[src/rtl/scan_decoder_138.sv]
// ---------------------------------------------------------------------------
// scan_decoder_138
//
// A registered, parametrised descendant of the '138 3-to-8 decoder. It keeps
// the G1 / G2A_ / G2B_ enable trio and the active-low one-hot output, and adds
// two ways to choose the selected line:
//   direct mode (mode=0) : the index is captured from addr whenever load=1.
//   scan mode   (mode=1) : the index steps 0..LAST by itself, dwelling DIV
//                          enabled cycles on each value; wrap pulses for one
//                          cycle on every return to 0.
// Typical use: digit/row select for a multiplexed display.
//
// Parameters
//   SEL_W : index width; there are OUT_N = 2**SEL_W outputs
//   DIV   : enabled cycles spent on each index in scan mode (1..65535)
//   LAST  : highest index visited in scan mode (0..OUT_N-1)
//
// Ports
//   clk    in   rising-edge clock
//   rst_n  in   synchronous active-low reset
//   G1     in   enable, active-high
//   G2A_   in   enable, active-low
//   G2B_   in   enable, active-low
//   mode   in   0 = direct, 1 = scan
//   load   in   direct mode: capture addr on this edge
//   addr   in   direct-mode index
//   Y_     out  decoded output, active-low one-hot, all ones when disabled
//   cur    out  current registered index
//   wrap   out  one-cycle pulse when the scan index returns to 0
//
// All outputs come straight from flops; Y_ reflects the index written on the
// same edge, so load/enable changes appear on Y_ one clock later.
// ---------------------------------------------------------------------------
module scan_decoder_138 #(
    parameter int SEL_W = 3,
    parameter int DIV   = 4,
    parameter int LAST  = 7
) (
    input  logic                  clk,
    input  logic                  rst_n,
    input  logic                  G1,
    input  logic                  G2A_,
    input  logic                  G2B_,
    input  logic                  mode,
    input  logic                  load,
    input  logic [SEL_W-1:0]      addr,
    output logic [(2**SEL_W)-1:0] Y_,
    output logic [SEL_W-1:0]      cur,
    output logic                  wrap
);

    localparam int OUT_N = 2 ** SEL_W;

    // One extra bit over clog2(DIV) so DIV-1 always fits, even for DIV=1
    // (clog2 gives 0) and for DIV at the top of its range.
    localparam int PW = $clog2(DIV) + 1;

    localparam logic [PW-1:0]    PRE_MAX  = PW'(DIV - 1);
    localparam logic [SEL_W-1:0] LAST_IDX = SEL_W'(LAST);
    localparam logic [OUT_N-1:0] ONE_HOT0 = OUT_N'(1);

    logic [SEL_W-1:0] idx_q,  idx_d;
    logic [PW-1:0]    pre_q,  pre_d;
    logic [OUT_N-1:0] y_q,    y_d;
    logic             wrap_q, wrap_d;
    logic             en;

    assign en = G1 & ~G2A_ & ~G2B_;

    // -----------------------------------------------------------------------
    // Next-state logic
    // -----------------------------------------------------------------------
    always_comb begin
        idx_d  = idx_q;
        pre_d  = pre_q;
        wrap_d = 1'b0;

        if (!mode) begin
            // Direct mode: the dwell counter stays cleared so that a later
            // switch into scan mode always starts a full dwell.
            pre_d = '0;
            if (load) begin
                idx_d = addr;
            end
        end else if (en) begin
            if (pre_q == PRE_MAX) begin
                pre_d = '0;
                // >= rather than == so an out-of-range index left over from
                // direct mode folds straight back to 0.
                if (idx_q >= LAST_IDX) begin
                    idx_d  = '0;
                    wrap_d = 1'b1;
                end else begin
                    idx_d = idx_q + SEL_W'(1);
                end
            end else begin
                pre_d = pre_q + PW'(1);
            end
        end

        // Decode the index being written this edge, not the old one.
        if (en) begin
            y_d = ~(ONE_HOT0 << idx_d);
        end else begin
            y_d = '1;
        end
    end

    // -----------------------------------------------------------------------
    // State registers
    // -----------------------------------------------------------------------
    always_ff @(posedge clk) begin
        if (!rst_n) begin
            idx_q  <= '0;
            pre_q  <= '0;
            y_q    <= '1;
            wrap_q <= 1'b0;
        end else begin
            idx_q  <= idx_d;
            pre_q  <= pre_d;
            y_q    <= y_d;
            wrap_q <= wrap_d;
        end
    end

    assign Y_   = y_q;
    assign cur  = idx_q;
    assign wrap = wrap_q;

endmodule

[config.mk]
export PLATFORM = sky130hd
export DESIGN_NAME = scan_decoder_138
export DESIGN_NICKNAME = d
export VERILOG_FILES = /design/src/rtl/scan_decoder_138.sv
export SDC_FILE = /design/constraint.sdc
export NUM_CORES = 1
export LEC_CHECK = 0
export CAP_MARGIN = 20
export CORE_MARGIN = 1.5
export CORE_UTILIZATION = 41
export DETAILED_ROUTE_END_ITERATION = 8
export PLACE_DENSITY = 0.73
export SLEW_MARGIN = 20
export SYNTH_ARGS = -nofsm -noshare
export SYNTH_HDL_FRONTEND = slang
export SYNTH_SLANG_ARGS = --single-unit
[constraint.sdc]
create_clock -name clk -period 1.5 [get_ports clk]
set_input_delay 0.375 -clock clk [delete_from_list [all_inputs] [get_ports clk]]
set_output_delay 0.375 -clock clk [all_outputs]
set_load 0.1 [all_outputs]
[After elaboration in Yosys (flattened, before gate mapping)]
Index checks and enable logic that the tools add are counted.
W data, S select, Z words.
Word-level totals
  output and inout port bits: 12
  input port bits: 10
  logic and storage cells: 24
  flip-flop bits (word level): 15
Operators by class
  equality and inequality tests: 1
  bitwise logic cells: 5
  reductions and logical operators: 3
  multiplexer cells: 7
  shift-type cells: 1
  $lt $le $gt $ge: 1
  $add $sub $neg: 2
Operators by type and width (number)
  $mux W3: 6
  $not A8 Y8: 1
  $shl A1 B3 Y8 const A: 1
  $add A3 B1 Y3 const B: 2
  $reduce_and A2 Y1: 2
  $reduce_and A4 Y1: 1
  $eq A3 B2 Y1 const B: 1
  $ge A3 B3 Y1 const B: 1
  $and A1 B1 Y1: 2
  $not A1 Y1: 2
  $mux W1: 1

[Longest topological paths before layout]
Gate-level depths: netlist (run 1).
  depth after elaboration: 7
  mapped depth: 6
  gate-level depth less buffers: 6

[Worst setup path before layout (run 1)]
Ideal clock, no wire load.
  path type: reg2reg
  from: register idx_q[0], in the netlist cur[0]
  to: register y_q[4], in the netlist Y_[4]
  cell stages (with the launch flop): 7
  setup time: 0.128 ns
  data arrival time: 2.159 ns
  path buffers: 0
  period minus slack after synthesis: 2.287 ns
  path slack: -0.787 ns
  path through: dfxtp_1 -> ha_1 -> ha_1 -> a31oi_2 -> a211oi_4 -> a211o_2 -> nand3_1
Between the ends
  cells in the longest elaborated chain, start to end: 7
  elaborated cells on any way between the ends: 9
Ends and longest elaborated chain
  start, declared: RTL line 62  | logic [SEL_W-1:0] idx_q, idx_d;
  start signal, assigned: RTL line 119  | idx_q <= idx_d;
  $add A3 B1 Y3 or $ge A3 B3 Y1 (tied branches): RTL line 94, 90
  $mux W3: RTL line 90  | if (idx_q >= LAST_IDX) begin
  $mux W3: RTL line 86  | if (pre_q == PRE_MAX) begin
  $mux W3: RTL line 85  | end else if (en) begin
  $mux W3 *: RTL line 78  | if (!mode) begin
  $shl A1 B3 Y8 *: RTL line 103  | y_d = ~(ONE_HOT0 << idx_d);
  $not A8 Y8 *: RTL line 103
  end signal, assigned: RTL line 121  | y_q <= y_d;
  end, declared: RTL line 64  | logic [OUT_N-1:0] y_q, y_d;
Every way passes the cells marked *; elsewhere a longest branch is shown, timed or not.
A chain may end at the register's enable or synchronous reset.

[Final worst setup path (run 1)]
  from: register idx_q[1], in the netlist cur[1]
  to: register y_q[6], in the netlist Y_[6]
The elaborated chain is that of the path after synthesis.

==> impl_metrics.csv, run 1 <==
group,metric,value,unit
cells_and_area,layout.nets,120,
grt,grt_first_pass_wirelength,3280,um
cells_and_area,area_delta_synth_final,82.0,%
timing,finClkSkew,5.69,ps
detailed_routing,drt_wl_total,2040,um
clock_network,clkSinkCount,15,
timing,maxSlewViolCount,0,
grt,antenna_found_initial,0,
status,failed_checks,"negative setup slack",
timing,slew-limit-headroom,0.767,
timing,post-route-min-period,1560,ps
timing,max_freq,642,MHz
critical_path,r2r_slack,-60,ps
timing,rsz0062_at_grt,"yes",
synthesis,syn-num-nets,79,
die,start_util,0.438,
synthesis,ys_seq_area_frac,0.397,
synthesis,ys_types,30,
clock_network,cts_tree,"built",
synthesis,syn_inst,66,
critical_path,worstSetupPathType,"register to register",
power_and_ir_drop,p_per_area,622,mW/mm^2
cells_and_area,instances_no_fill,131,
clock_network,clkTransAtPathRegs,80,ps
detailed_routing,ant_nets,0,
detailed_routing,vias,681,
power_and_ir_drop,seqPwrFrac,0.484,
power_and_ir_drop,ir_drop,0.418,mV
worst_hold_path,hp-class,"register to register",
timing,fin_hold_ws,487,ps
cells_and_area,layout_common_cells,"16 x buf_4, 12 x buf_12, 10 x dfxtp_1, 7 x nand3_1, 5 x clkdlybuf4s50_1",
clock_network,cts_buffers,3,
timing,fin_crit_sh,1.04,
critical_path,worstPathArrival,1700,ps
detailed_routing,drt_iter0_drc,8,
clock_network,cts_buffer_depth,2,
cells_and_area,antenna_cells,0,
power_and_ir_drop,internal_power,0.000609,W
synthesis,synthesis.area,757,sq um
die,die_height,46.0,um
synthesis,ys_warn_count,0,
placement,port_buffers,21,
timing,worst_slack,-58.3,ps
power_and_ir_drop,p_comb_frac,0.264,
die,dieArea,0.00211,sq mm
synthesis,synth-seq-cells,15,
die,io_pins,22,
placement,post-dp-hpwl,1670,um
grt,grt_pass1_vias,718,
clock_network,holdBufCountCts,0,
critical_path,critPathCaptureType,"register",
cells_and_area,drive_gt1_frac,0.575,
die,coreArea,0.00173,sq mm
placement,place_ws,-495,ps
die,rows,15,
power_and_ir_drop,power.switching_fraction,0.289,
clock_network,cts_root_buf,"clkbuf_4",
grt,grt-ovfl-total,0,
clock_network,htreeDepth,1,
power_and_ir_drop,p_sw,0.000248,W
synthesis,syn_avg_cell_area,11.5,sq um
die,die_width,46.0,um
grt,grt_max_degree,9,
timing,setup_viol_count_final,6,
detailed_routing,dr.pass1.iters,3,
placement,dp.cells,125,
status,status,"finished, violations left",
detailed_routing,via_per_inst,5.20,
timing,timing.final.hold_violations,0,
detailed_routing,drc,0,
detailed_routing,wire_per_inst,15.6,um
cells_and_area,final_common_cell,"buf_4",
timing,tightest_slew,349,ps
power_and_ir_drop,clkPwrFrac,0.251,
clock_network,worstSkewPairLatency,270,ps
grt,grt_use_total,0.228,
critical_path,worstSetupStartpointType,"register",
critical_path,required,1640,ps
power_and_ir_drop,p_leak,0.507,nW
critical_path,cp_max_fo,5,
placement,gp_congestion,0.819,
run,drv_cap,0,
-- flip-flops by register name, indices dropped and copies added (netlist names) --
register,cells
Y_,8
cur,3
pre_q,3
wrap,1
-- final cells by class --
class                   instances  area (sq um)
well taps                      25          31.3
repair buffers                 37           448
clock buffers                   4          26.3
multi-input cells              50           558
fillers                       106           349
flip-flops and latches         15           314
-- timing repair --
action	CTS	global route
resized for setup	18	3
pin swaps	8	4
hold endpoints to repair	0	0
setup endpoints to repair	12	12
buffers inserted	2	0
-- critical path, cell delays in order (launching register included) --
cell,delay [ps]
dfxtp_4,360
ha_4,160
ha_4,170
a31oi_4,220
a211oi_4,120
a211oi_4,260
nand3_1,140
-- power groups by stage --
stage                     sequential, W  clock, W  combinational (W)
after floorplan                0.000471         0          0.0000705
after global placement         0.000423         0           0.000205
after detailed placement       0.000424         0           0.000210
after CTS                      0.000415  0.000227           0.000225
after global routing           0.000416  0.000235           0.000239
final                          0.000415  0.000216           0.000227
-- cells in the mapped netlist, drive strengths merged --
cell type	count	share of area
a211o	1	0.013
a211oi	4	0.073
a21boi	1	0.0099
a21oi	2	0.013
a31o	1	0.012
a31oi	4	0.081
and2	2	0.017
and2b	1	0.0099
and4b	1	0.015
buf	1	0.015
dfxtp	15	0.40
ha	3	0.050
nand2	3	0.015
nand2b	2	0.017
nand3	12	0.096
nand3b	2	0.036
nand4	1	0.017
nor2	1	0.0050
nor2b	2	0.017
nor3b	1	0.025
nor4	2	0.017
o21ai	1	0.012
or3	1	0.015
or3b	1	0.015
xnor2	1	0.012
-- path summary, 6_finish.rpt --
check / from / endpoint / depth (start not counted)
max: cur[1] / Y_[6] / 6
min reg2reg: pre_q[2] / pre_q[2] / 2
max reg2reg: cur[1] / Y_[6] / 6
min: pre_q[2] / pre_q[2] / 2
-- cells by family (layout without fill, tap and decap cells) --
family / count (synthesis) / count (layout) / share of synthesized area
flops: 15 / 15 / 0.397
simple gates: 32 / 32 / 0.314
xor+xnor: 1 / 1 / 0.0116
buf+inv: 1 / 41 / 0.0149
compound gates: 14 / 14 / 0.213
fa+ha+maj: 3 / 3 / 0.0496
-- routing by layer --
| metal | up-vias | GRT usage | part of all wire |
|---|---|---|---|
| met3 | 4 | 0.0476 | 0.029 |
| met2 | 18 | 0.461 | 0.62 |
| li1 | 333 | - | - |
| met5 | - | 0 | 0 |
| met4 | 0 | 0.0743 | 0.012 |
| met1 | 326 | 0.220 | 0.34 |
-- stage by stage --
step / util / total power [W] / cell area (sq um) / setup TNS (ps)
floorplan: - / 0.000541 / 802 / -520
global placement: 0.728 / 0.000628 / 1260 / -4930
detailed placement: 0.728 / 0.000634 / 1260 / -5630
CTS: 0.793 / 0.000867 / 1370 / -92.0
global route: 0.798 / 0.000890 / 1380 / -696
finish: 0.798 / 0.000857 / 1380 / -162
Note: power is estimated with default switching activity, not from simulation.
==> run 2, diff against run 1 <==
--- a/config.mk
+++ b/config.mk
@@ -5,10 +5,11 @@
 export SDC_FILE = /design/constraint.sdc
 export NUM_CORES = 1
 export LEC_CHECK = 0
-export CAP_MARGIN = 20
-export CORE_MARGIN = 1.5
+export CAP_MARGIN = 25
+export CORE_MARGIN = 2
 export CORE_UTILIZATION = 41
 export DETAILED_ROUTE_END_ITERATION = 8
+export GPL_ROUTABILITY_DRIVEN = 0
 export PLACE_DENSITY = 0.73
 export SLEW_MARGIN = 20
 export SYNTH_ARGS = -nofsm -noshare
==> impl_metrics.csv, run 2 (same netlist as run 1, synthesis figures left out) <==
group,metric,value,unit
cells_and_area,n_fill_cell,109,
die,dieArea,0.00221,sq mm
detailed_routing,vias,707,
cells_and_area,ff_latch_area,313,sq um
clock_network,clkSinkCount,15,
worst_hold_path,hp-class,"register to register",
power_and_ir_drop,clkPwrFrac,0.272,
cells_and_area,layout_common_cells,"16 x buf_4, 12 x buf_12, 11 x dfxtp_1, 8 x nand3_1, 5 x clkdlybuf4s50_1",
critical_path,cpMostUsedCell,"ha_4",
critical_path,required,1730,ps
run,drv_cap,0,
status,status,"finished, violations left",
cells_and_area,area_delta_synth_final,78.5,%
critical_path,crit_path_top_delay_cell,"dfxtp_4",
timing,slew-limit-headroom,0.768,
clock_network,clkTransAtPathRegs,90,ps
clock_network,cts_root_buf,"clkbuf_4",
power_and_ir_drop,p_comb_frac,0.252,
detailed_routing,ant_nets,0,
clock_network,cts_buffers,3,
timing,finClkSkew,1.31,ps
grt,grt_first_pass_wirelength,3160,um
critical_path,r2r_slack,-40,ps
critical_path,cp_max_fo,4,
grt,grt_use_total,0.213,
detailed_routing,drt_iter0_drc,5,
cells_and_area,drive_gt1_frac,0.585,
power_and_ir_drop,internal_power,0.000605,W
grt,antenna_found_initial,0,
die,die_height,47.0,um
timing,max_freq,649,MHz
placement,post-dp-hpwl,1650,um
cells_and_area,layout.nets,120,
critical_path,worstSetupPathType,"register to register",
detailed_routing,drc,0,
cells_and_area,multi_input_area,538,sq um
timing,fin_crit_sh,1.03,
placement,place_ws,-485,ps
clock_network,cts_buffer_depth,2,
status,failed_checks,"negative setup slack",
power_and_ir_drop,power.switching_fraction,0.306,
die,io_pins,22,
timing,timing.final.hold_violations,0,
timing,tightest_slew,348,ps
power_and_ir_drop,p_leak,0.505,nW
timing,setup_viol_count_final,9,
critical_path,path_cells,"ha_4, ha_4, a31oi_4, a211oi_4, a211o_2, nand3_1",
power_and_ir_drop,ir_drop,0.578,mV
die,die_width,47.0,um
critical_path,critPathCaptureType,"register",
grt,grt_max_degree,9,
detailed_routing,via_per_inst,5.40,
power_and_ir_drop,seqPwrFrac,0.476,
die,start_util,0.438,
clock_network,htreeDepth,1,
placement,port_buffers,21,
critical_path,worstPathArrival,1770,ps
power_and_ir_drop,p_per_area,645,mW/mm^2
grt,grt_pass1_vias,754,
cells_and_area,final_core_util,0.783,
clock_network,cts_tree,"built",
clock_network,worstSkewPairLatency,280,ps
timing,post-route-min-period,1540,ps
cells_and_area,largest_reg_flops,8,
detailed_routing,dr.pass1.iters,4,
die,rows,15,
power_and_ir_drop,p_sw,0.000266,W
detailed_routing,drt_wl_total,2080,um
critical_path,worstSetupStartpointType,"register",
timing,maxSlewViolCount,0,
timing,worst_slack,-41.4,ps
cells_and_area,antenna_cells,0,
cells_and_area,final_common_cell,"buf_4",
detailed_routing,wire_per_inst,15.9,um
critical_path,cp_top_family,"compound AO/OA/AOI/OAI gates",
critical_path,worst-path-buf-inv,0,
critical_path,max_stage_delay,360,ps
timing,rsz0062_at_grt,"yes",
grt,grt-ovfl-total,0,
die,coreArea,0.00173,sq mm
-- run 2: changes by cell type in the layout (fill, tap and decap cells not counted), sizes merged --
cell	delta
clkdlybuf4s15	-1
clkbuf	+1
-- run 2: per-layer routing --
layer	wire length, um	track usage	vias up
met1	779	0.202	348
li1	-	-	330
met3	76	0.0538	6
met2	1180	0.397	23
met4	48	0.144	0
met5	0	0	-
-- run 2: cell type report --
type	instances	share of cell area
clock buffers	4	0.0194
multi-input cells	50	0.398
flip-flops and latches	15	0.231
well taps	25	0.0231
repair buffers	37	0.328
-- run 2: repair_timing --
action,in CTS,in global routing
setup buffers,0,2
hold buffers,0,0
setup endpoints to repair,11,10
resized for setup,14,5
pin swaps,3,4
-- run 2: power by group through the flow --
stage | logic, W | registers (W) | clock network [W]
6_report | 0.000220 | 0.000415 | 0.000237
2_1_floorplan | 0.0000705 | 0.000471 | 0
3_5_place_dp | 0.000211 | 0.000424 | 0
3_3_place_gp | 0.000205 | 0.000423 | 0
4_1_cts | 0.000214 | 0.000415 | 0.000232
5_1_grt | 0.000231 | 0.000416 | 0.000250
-- run 2: tightest hold or removal path, cell delays in order, from the launching register on --
cell and delay, ps:
dfxtp_1 340, nand3_1 70, a21oi_1 40
-- run 2: through the flow --
stage	total power [W]	cell area (sq um)	hold WS, ps	cells	setup TNS (ps)
after CTS	0.000861	1310	475	129	-1.57
after floorplan	0.000541	802	435	66	-520
after detailed placement	0.000635	1260	462	125	-5620
after global routing	0.000897	1350	526	131	-748
after global placement	0.000629	1260	443	125	-5040
final	0.000871	1350	477	131	-230
-- run 2: final timing paths --
path,start,endpoint,cells past startpoint
setup / recovery,cur[0],Y_[4],6
hold / removal,pre_q[2],pre_q[2],2
setup reg to reg,cur[0],Y_[4],6
hold reg to reg,pre_q[2],pre_q[2],2
==> RTL change (config.mk and constraints of run 1) <==
Set the parameter `SEL_W` to 5 (it was 3).
--- a/src/rtl/scan_decoder_138.sv
+++ b/src/rtl/scan_decoder_138.sv
@@ -32,7 +32,7 @@
 // same edge, so load/enable changes appear on Y_ one clock later.
 // ---------------------------------------------------------------------------
 module scan_decoder_138 #(
-    parameter int SEL_W = 3,
+    parameter int SEL_W = 5,
     parameter int DIV   = 4,
     parameter int LAST  = 7
 ) (
Interface: changed (resized Y_, addr and cur); port bits go from 22 to 50. The function was not compared with the original's and may differ.
==> RTL change against run 1 <==
The run still ends with negative setup slack left. Setup slack got worse by 0.45 ns. Sequential cell count increased by 26. Non-clock buffer count increased by 56. Core utilization increased by 7.6 points. First-iteration DRC count increased to 12 times the old value. Area after synthesis increased by 100%. Final area increased by 130%. Routed wire length increased to 3.4 times the old value. Power increased to 2.9 times the old value. Via count increased by 140%. Global-route usage increased by 7.9 points.
==> RTL change: results (changes against run 1) <==
CTS_BUFFERS=5  # was 3
YOSYSSEQAREASHARE_PCT=53.33  # was 39.67%
TIMING.FINAL.WS_SETUP_NS=-0.5122  # was -0.05828 ns
LARGEST_REGISTER_FF_COUNT=32  # was 8
OUTCOME='complete, but fails checks'  # unchanged
CTS-HTREE-LEVELS=2  # was 1
LARGEST_CELLS_BY_AREA_AFTER_SYNTHESIS='sky130_fd_sc_hd__dfxtp_1 (53%), sky130_fd_sc_hd__nand3_1 (5.5%), sky130_fd_sc_hd__nand2_1 (5.4%)'  # was sky130_fd_sc_hd__dfxtp_1 (40%), sky130_fd_sc_hd__nand3_1 (7.3%), sky130_fd_sc_hd__a31oi_4 (5.6%)
IR_DROP_WORST_VDD_mV=0.7485  # was 0.4176 mV
PLACE_CONGESTION=0.8849  # was 0.8185
WIRE_PER_INST_MICRONS=24.82  # was 15.59 microns
WIRE_LENGTH_OF_THE_FIRST_GLOBAL_ROUTING_PASS_MICRONS=9273  # was 3284 microns
SHARE_OF_POST_ROUTE_CELLS_WITH_DRIVE_STRENGTH_ABOVE_1_PCT=67.67  # was 57.55%
CRIT_ARRIVAL_NS=2.19  # was 1.70 ns
AVGVIACOUNTPERCELL=5.750  # was 5.198
CLOCKROOTBUFFER='sky130_fd_sc_hd__clkbuf_8'  # was sky130_fd_sc_hd__clkbuf_4
SYNTH.LIB_CELLS_USED.DISTINCT=40  # was 30
FAILED_CHECKS='negative setup slack'  # unchanged
CLOCK_LATENCY_NS=0.31  # was 0.27 ns
SETUP_VIOL=37  # was 6
FINAL_NETS=246  # was 120
PLACE_HPWL_MICRONS=3571  # was 1675 microns
DETAILROUTE.VIA_COUNT=1610  # was 681
SLEW-LIMIT-HEADROOM_PCT=72.65  # was 76.71%
SETUP_TOTAL_NEGATIVE_SLACK_NS=-14.98  # was -0.1624 ns
SYNTH_FP_NETS=151  # was 79
PIN_COUNT_OF_THE_BIGGEST_NET_ENTERING_GLOBAL_ROUTING=13  # was 9
FIN_SKEW_NS=0.01065  # was 0.005685 ns
RTL change: changes by cell type after synthesis, sizes merged, moves of 4 or more:
| cell | run 1 | this run |
|---|---|---|
| and3 | 0 | 4 |
| buf | 1 | 5 |
| nor2 | 1 | 6 |
| dfxtp | 15 | 41 |
| nand2 | 3 | 22 |
| nand3 | 12 | 17 |
RTL change: routing by layer:
| layer | GRT usage [%] | share of wire (%) |
|---|---|---|
| met5 | 0 | 0 |
| met1 | 35.95 | 39 |
| met4 | 10.90 | 3.7 |
| met2 | 53.39 | 49 |
| met3 | 8.803 | 8.4 |
RTL change: cells by family after synthesis:
family / synth area share (%)
and+or+nand+nor: 26.02
DFF: 53.33
AOI/OAI and AO/OA: 15.04
buffers and inverters: 2.764
adders and majority gates: 1.626
xor gates and xnor gates: 0.5692
muxes: 0.6504
RTL change: area by class of cell:
class                           count  area [sq um]
Multi-Input combinational cell     90         917.1
Inverter                            1         3.754
Sequential cell                    41         839.6
Tap cell                           48         60.06
Clock inverter                      1         5.005
Clock buffer                        6         93.84
Fill cell                         157         457.9
Timing Repair Buffer               93          1256
RTL change: worst min-delay path, stage by stage, from the launching register on:
cell	delay [ns]
sky130_fd_sc_hd__dfxtp_1	0.34
sky130_fd_sc_hd__nand3_1	0.07
sky130_fd_sc_hd__a21oi_1	0.05
RTL change: power groups by stage:
stage | Clock (mW) | Sequential [mW] | Combinational, mW
after floorplan | 0 | 1.20 | 0.148
after global placement | 0 | 1.13 | 0.362
after detailed placement | 0 | 1.13 | 0.374
after CTS | 0.809 | 1.11 | 0.443
after global routing | 0.886 | 1.11 | 0.514
final | 0.847 | 1.11 | 0.500
RTL change: path summary, 6_finish.rpt:
check / slack [ns] / cells after the start / endpoint / from
setup reg to reg: -0.51 / 8 / Y_[6] / cur[0]
setup / recovery: -0.51 / 8 / Y_[6] / cur[0]
hold / removal: 0.51 / 2 / pre_q[2] / pre_q[2]
hold reg to reg: 0.51 / 2 / pre_q[2] / pre_q[2]
RTL change: timing repair:
| item | 4_1_cts | 5_1_grt |
|---|---|---|
| setup endpoints to repair | 37 | 37 |
| buffers inserted | 10 | 6 |
| pin swaps | 23 | 15 |
| gates resized for setup | 45 | 17 |
RTL change: per-stage QoR:
stage | total power [mW] | cell area [sq um]
6_report | 2.456 | 3176
5_1_grt | 2.509 | 3176
4_1_cts | 2.359 | 3074
3_5_place_dp | 1.506 | 2766
3_3_place_gp | 1.494 | 2766
2_1_floorplan | 1.349 | 1643
